`src/rtl/bcla16_seq_add.sv`:
```
// bcla16_seq_add: multi-cycle WORDS*16-bit adder built around one 16-bit
// block-carry-lookahead slice. Operands arrive over a valid/ready handshake and
// are summed one 16-bit chunk per clock, least significant chunk first. The
// inter-chunk carry is rebuilt from the slice's group generate/propagate.
// Optional feature macro: BCLA_SEQ_SUB_EN (adds a `sub` port for A-B).
module bcla16_seq_add #(
  parameter int WORDS = 4
) (
  input  logic                  clk,
  input  logic                  rst,
  input  logic                  in_valid,
  output logic                  in_ready,
  input  logic [16*WORDS-1:0]   a,
  input  logic [16*WORDS-1:0]   b,
  input  logic                  cin,
`ifdef BCLA_SEQ_SUB_EN
  input  logic                  sub,
`endif
  output logic                  out_valid,
  input  logic                  out_ready,
  output logic [16*WORDS-1:0]   sum,
  output logic                  cout,
  output logic                  ovf
);

  localparam int W  = 16 * WORDS;
  localparam int IW = (WORDS > 1) ? $clog2(WORDS) : 1;
  localparam logic [IW-1:0] LAST = IW'(WORDS - 1);

  localparam logic [1:0] IDLE = 2'd0;
  localparam logic [1:0] RUN  = 2'd1;
  localparam logic [1:0] DONE = 2'd2;

  // One 16-bit slice: four 4-bit lookahead groups joined by a second lookahead
  // level. Returns {group_g, group_p, sum[15:0]}.
  function automatic logic [17:0] bcla16(input logic [15:0] x, input logic [15:0] y,
                                         input logic ci);
    logic [15:0] g;
    logic [15:0] p;
    logic [15:0] c;
    logic [3:0]  gg;
    logic [3:0]  pp;
    logic [3:0]  gc;
    logic        grp_g;
    logic        grp_p;
    g = x & y;
    p = x ^ y;
    for (int k = 0; k < 4; k++) begin
      gg[k] = g[4*k+3] | (p[4*k+3] & g[4*k+2]) | (p[4*k+3] & p[4*k+2] & g[4*k+1])
            | (p[4*k+3] & p[4*k+2] & p[4*k+1] & g[4*k]);
      pp[k] = &p[4*k +: 4];
    end
    gc[0] = ci;
    gc[1] = gg[0] | (pp[0] & ci);
    gc[2] = gg[1] | (pp[1] & gg[0]) | (pp[1] & pp[0] & ci);
    gc[3] = gg[2] | (pp[2] & gg[1]) | (pp[2] & pp[1] & gg[0]) | (pp[2] & pp[1] & pp[0] & ci);
    for (int k = 0; k < 4; k++) begin
      c[4*k] = gc[k];
      for (int j = 1; j < 4; j++) begin
        c[4*k+j] = g[4*k+j-1] | (p[4*k+j-1] & c[4*k+j-1]);
      end
    end
    grp_g = gg[3] | (pp[3] & gg[2]) | (pp[3] & pp[2] & gg[1]) | (pp[3] & pp[2] & pp[1] & gg[0]);
    grp_p = &pp;
    return {grp_g, grp_p, p ^ c};
  endfunction

  logic [1:0]    state;
  logic [IW-1:0] idx;
  logic          c;
  logic [W-1:0]  a_r;
  logic [W-1:0]  b_r;
  logic [15:0]   a_words [WORDS];
  logic [15:0]   b_words [WORDS];
  logic [17:0]   slice_s;
  logic          c_next;
  logic [W-1:0]  b_eff_in;
  logic          cin_eff_in;

`ifdef BCLA_SEQ_SUB_EN
  assign b_eff_in   = sub ? ~b : b;
  assign cin_eff_in = sub ? 1'b1 : cin;
`else
  assign b_eff_in   = b;
  assign cin_eff_in = cin;
`endif

  for (genvar i = 0; i < WORDS; i++) begin : g_words
    assign a_words[i] = a_r[16*i +: 16];
    assign b_words[i] = b_r[16*i +: 16];
  end

  // Current chunk through the slice and the carry into the next chunk.
  always_comb begin
    slice_s = bcla16(a_words[idx], b_words[idx], c);
    c_next  = slice_s[17] | (slice_s[16] & c);
  end

  assign in_ready  = (state == IDLE) & ~rst;
  assign out_valid = (state == DONE);

  // Handshake FSM, operand capture and chunk-by-chunk result build-up.
  always_ff @(posedge clk) begin
    if (rst) begin
      state <= IDLE;
      idx   <= '0;
      c     <= 1'b0;
      a_r   <= '0;
      b_r   <= '0;
      sum   <= '0;
      cout  <= 1'b0;
      ovf   <= 1'b0;
    end else begin
      case (state)
        IDLE: begin
          if (in_valid) begin
            a_r   <= a;
            b_r   <= b_eff_in;
            c     <= cin_eff_in;
            idx   <= '0;
            state <= RUN;
          end
        end
        RUN: begin
          for (int i = 0; i < WORDS; i++) begin
            if (idx == IW'(i)) begin
              sum[16*i +: 16] <= slice_s[15:0];
            end
          end
          c <= c_next;
          if (idx == LAST) begin
            idx   <= '0;
            state <= DONE;
            cout  <= c_next;
            ovf   <= (a_r[W-1] == b_r[W-1]) & (slice_s[15] != a_r[W-1]);
          end else begin
            idx <= idx + IW'(1);
          end
        end
        DONE: begin
          if (out_ready) begin
            state <= IDLE;
          end
        end
        default: begin
          state <= IDLE;
        end
      endcase
    end
  end

endmodule
```
`config.mk`:
```
export PLATFORM = sky130hd
export DESIGN_NAME = bcla16_seq_add
export DESIGN_NICKNAME = d
export VERILOG_FILES = /design/src/rtl/bcla16_seq_add.sv
export SDC_FILE = /design/constraint.sdc
export NUM_CORES = 1
export LEC_CHECK = 0
export BUFFER_PORTS_ARGS = -buffer_cell sky130_fd_sc_hd__buf_4
export CORE_UTILIZATION = 55
export DETAILED_ROUTE_END_ITERATION = 8
export GPL_TIMING_DRIVEN = 0
export PLACE_DENSITY = 0.9
export SLEW_MARGIN = 30
export SYNTH_ARGS = -nofsm -noshare
export SYNTH_HDL_FRONTEND = slang
export SYNTH_SLANG_ARGS = --single-unit
```
`constraint.sdc`:
```
create_clock -name clk -period 13.9 [get_ports clk]
set_input_delay 2.78 -clock clk [delete_from_list [all_inputs] [get_ports clk]]
set_output_delay 2.78 -clock clk [all_outputs]
set_load 0.03 [all_outputs]
```
Yosys cells after proc, flatten, opt, wreduce, memory -nomap -nowiden:

Cells that the tools add are included.

* bits in registers: 199
* bits of input ports: 133

* add/sub/neg operators: 1
* $lt $le $gt $ge: 1
* equality and inequality tests: 10
* multiplexer cells: 15
* bitwise operators: 88
* reductions and logical operators: 15

Operators by type and width (number)
* 16-bit binary-select mux with 2-bit select: 2
* 16-bit two-way mux: 4
* 1-bit bitwise AND: 49
* 1-bit OR: 34
* 16-bit bitwise XOR: 2
* 16-bit bitwise AND: 1
* 16-bit AND reduction: 1
* 4-bit AND reduction: 4
* 2-bit AND reduction: 6
* 2-bit two-way mux: 5
* 2-bit == test (second input constant): 3
* 2-bit one-hot mux with 3 select lines: 1
* 2-bit by 1-bit == test with 1-bit output (second input constant): 2
* 2-bit logical NOT: 2
* 2-bit inequality test (second input constant): 2
* 2-bit one-hot mux with 2 select lines: 1
* 3-bit >= comparator (second input constant): 1
* 2-bit NOT with 3-bit output: 1
* 3-bit AND reduction: 1
* 2-bit by 1-bit adder with 2-bit output (second input constant): 1
* 2-bit by 1-bit inequality test with 1-bit output (second input constant): 1
* 1-bit one-hot mux with 2 select lines: 1
* 2-bit nonzero test: 1
* 1-bit == test: 1
* 3 further kinds: 3

Logic depth before layout (Yosys ltp):

* word-level depth: 22
* gate-level depth with buffers: 14

Worst setup path before layout:

OpenSTA, ideal clock, no wires.

* kind: in2out
* from: input port rst
* to: output port in_ready
* arrival: 3.820 ns
* required time: 11.120 ns
* path slack: 7.300 ns
* cell stages on the path: 3
* path buffers: 2
* cells stage by stage: clkbuf_1 clkbuf_1 nor3_1

* longest elaborated chain between the ends: 2

RTL lines
* from (decl): RTL line 10 `input logic rst,`
* 1-bit NOT: RTL line 99 `assign in_ready = (state == IDLE) & ~rst;`
* 1-bit bitwise AND: RTL line 99
* to (decl): RTL line 12 `output logic in_ready,`

Every way passes these cells.

Worst setup path in the final report:

Ends and elaborated chain as after synthesis.

==> qor.tcl <==
set qor(powerDensity_nw_per_um2) 123
set qor(clk_pin_slew_ns) 0.07
set qor(tightest_pin_transition_ns) 0.807
set qor(cts_num_sinks) 199
set qor(synth_most_common_cell) {nand2_1}
set qor(dp.cells) 1359
set qor(grt_use_total) 0.337
set qor(syn_nets) 1140
set qor(setup_viol_count_final) 0
set qor(cts.repair_timing.setup_buffer_count) 0
set qor(p_seq_frac) 0.470
set qor(power.share.clock) 0.374
set qor(die_area_sq_um) 15700
set qor(synth.cells.most_frequent) {nand2_1 (352), dfxtp_1 (199), a21oi_1 (182)}
set qor(holdBufCountCts) 0
set qor(maximum_number_of_pins_on_one_net_before_global_route_repair) 17
set qor(cts-root-buf) {clkbuf_16}
set qor(number_of_nets_with_antenna_violations_after_routing) 0
set qor(place_hpwl_microns) 19200
set qor(ff2ff_setup_slack_ns) 8.28
set qor(crit_path_max_fo) 10
set qor(gp_routability_congestion) 0.918
set qor(finalNonFillerCells) 1389
set qor(comb_power_share) 0.156
set qor(p_sw_frac) 0.266
set qor(cts.path.max_buffers) 2
set qor(crit_path_start_kind) {primary input}
set qor(wire_length_after_detailed_routing_microns) 25800
set qor(place_ws_ns) 7.04
set qor(avgRoutedWirePerCell_microns) 18.6
set qor(critical_path.endpoint_type) {output port}
set qor(headroom_to_the_max_slew_limit) 0.462
set qor(finalHoldViolCount) 0
set qor(switchingPower_w) 0.000348
set qor(layout_overhead_on_the_synthesized_area_pct) 27.6
set qor(vias_in_the_first_global_route) 7920
set qor(grt_overflow) 0
set qor(setup.worst_path.class) {primary input to output port}
set qor(ys_seq_elements) 199
set qor(synth.avg_cell_area_sq_um) 8.58
set qor(fin_ws_ns) 6.96
set qor(clock_tree_from_tritoncts) {built}
set qor(die_w_microns) 125
set qor(die-height_microns) 125
set qor(cts-resized-gates) 0
set qor(core_area_sq_um) 14700
set qor(async_flop_share) 0
set qor(layout-drive-gt1-share) 0.247
set qor(grt_antenna_before_repair) 0
set qor(start_util) 0.569
set qor(netlist-cell-type-count) 37
set qor(io-pin-count) 201
set qor(power_report.internal_total_w) 0.000964
set qor(endpoint_arrival_time_on_the_critical_path_ns) 4.16
set qor(failed_checks) {DRC}
set qor(syn-instance-count) 975
set qor(first_pass_grt_wire_length_microns) 40100
set qor(vias) 8075
set qor(cap_viol_max_count) 0
set qor(post-route-drc-count) 14
set qor(synth_flop_cell) {dfxtp_1}
set qor(timing.final.crit_period_ns) 6.94
set qor(worst_ir_drop_vdd_mv) 0.0938
set qor(place.port_buffers) 200
set qor(finClkSkew_ns) 0.0109
set qor(synthesis.yosys.warnings) 0
set qor(seq_area_frac_synth) 0.476
set qor(rows) 44
set qor(via_per_inst) 5.81
set qor(hold_path_class) {register to register}
set qor(timing.fmax_mhz) 144
set qor(first_pass_iters) 7
set qor(cts_htree_levels) 4
set qor(final.setup.tns_ns) 0
set qor(run_status) {finished, violations left}
set qor(final.period_utilization) 0.499
set qor(starting_drc_count_in_detailed_routing) 867
set qor(syn-cell-area_sq_um) 8370
set qor(number_of_diodes_added_for_antenna_fixing) 0
set qor(synth_top_area_cell) {dfxtp_1}
set qor(clock_latency_ns) 0.44
set qor(critPathRequiredTime_ns) 11.12
set qor(synth_enable_flop_cells) 0
set qor(netlist.area_leader.share) 0.476
set qor(rsz_0062_raised_after_global_routing) {no}
set qor(cts-buffers-inserted) 17
set qor(synth_top_cells_by_area) {dfxtp_1 (48%), nand2_1 (16%), a21oi_1 (11%), mux4_2 (8.6%), ha_1 (3.0%)}
set qor(leakage_nw) 4.40
set qor(drv_slew) 0
set qor(layout.nets) 1359
## final timing paths
| path | start | endpoint | depth (start not counted) |
|---|---|---|---|
| setup / recovery | rst | in_ready | 5 |
| hold / removal | b_r[37]$_SDFFE_PP0P_ | b_r[37]$_SDFFE_PP0P_ | 2 |
| setup reg to reg | idx[1]$_SDFFE_PP0P_ | ovf$_SDFFE_PP0P_ | 14 |
| hold reg to reg | b_r[37]$_SDFFE_PP0P_ | b_r[37]$_SDFFE_PP0P_ | 2 |
## cell families after synthesis
| logic type | after synthesis | synth area share |
|---|---|---|
| buf+inv | 90 | 0.0467 |
| simple gates | 402 | 0.189 |
| fa+ha+maj | 32 | 0.0586 |
| compound gates | 216 | 0.140 |
| mux | 32 | 0.0861 |
| xor+xnor | 4 | 0.00419 |
| flops | 199 | 0.476 |
## critical path: stages
cell and delay, ns:
buf_4 0.11, clkbuf_1 0.43, clkbuf_1 0.52, nor3_1 0.11, buf_4 0.21
## through the flow
step | util | power (W) | cell area (sq um) | hold WS (ns)
2_1_floorplan | - | 0.000740 | 8370 | 0.433
6_report | 0.727 | 0.00131 | 10700 | 0.453
3_3_place_gp | 0.687 | 0.000819 | 10100 | 0.439
4_1_cts | 0.727 | 0.00131 | 10700 | 0.453
5_1_grt | 0.727 | 0.00135 | 10700 | 0.475
3_5_place_dp | 0.687 | 0.000827 | 10100 | 0.444
## final cells by class
cell class | instances | area [sq um]
plain buffers | 72 | 323
flip-flops and latches | 199 | 3980
clock buffers | 22 | 484
multi-input cells | 686 | 3990
inverters | 18 | 67.6
fillers | 1087 | 4020
well taps | 184 | 230
clock inverters | 8 | 96.3
repair buffers | 200 | 1500
## sequential cells by signal, indices dropped and copies added (netlist names)
name	flops
ovf	1
idx	2
sum	64
a_r	64
b_r	64
c	1
state	2
cout	1
## placed cells by master, fill, tap and decap left out, drive strengths merged, types with 2 or more instances in the layout
master,synthesis,routed
nand2,352,352
nor2,24,24
fa,12,12
bufinv,0,2
mux4,32,32
nor2b,2,2
and2,3,3
buf,37,237
o22ai,2,2
nand2b,5,5
a21oi,182,182
clkbuf,35,57
or3,2,2
ha,20,20
dfxtp,199,199
a211oi,21,21
o221ai,2,2
clkinv,0,4
nor3,3,3
and3,2,2
nand3,3,3
a21o,2,2
xnor2,4,4
inv,18,19
## power by group through the flow
stage / logic [W] / clock network (W) / registers [W]
2_1_floorplan: 0.000108 / 0 / 0.000632
3_3_place_gp: 0.000193 / 0 / 0.000627
3_5_place_dp: 0.000199 / 0 / 0.000628
4_1_cts: 0.000201 / 0.000489 / 0.000616
5_1_grt: 0.000219 / 0.000515 / 0.000619
6_report: 0.000205 / 0.000490 / 0.000617
## metal layers
metal | up-vias | routed length, microns | track usage
li1 | 3697 | - | -
met1 | 3832 | 9600 | 0.395
met2 | 449 | 12500 | 0.570
met3 | 97 | 2330 | 0.0676
met4 | 0 | 1320 | 0.207
met5 | - | 0 | 0
Note: power is estimated with default switching activity, not from simulation.
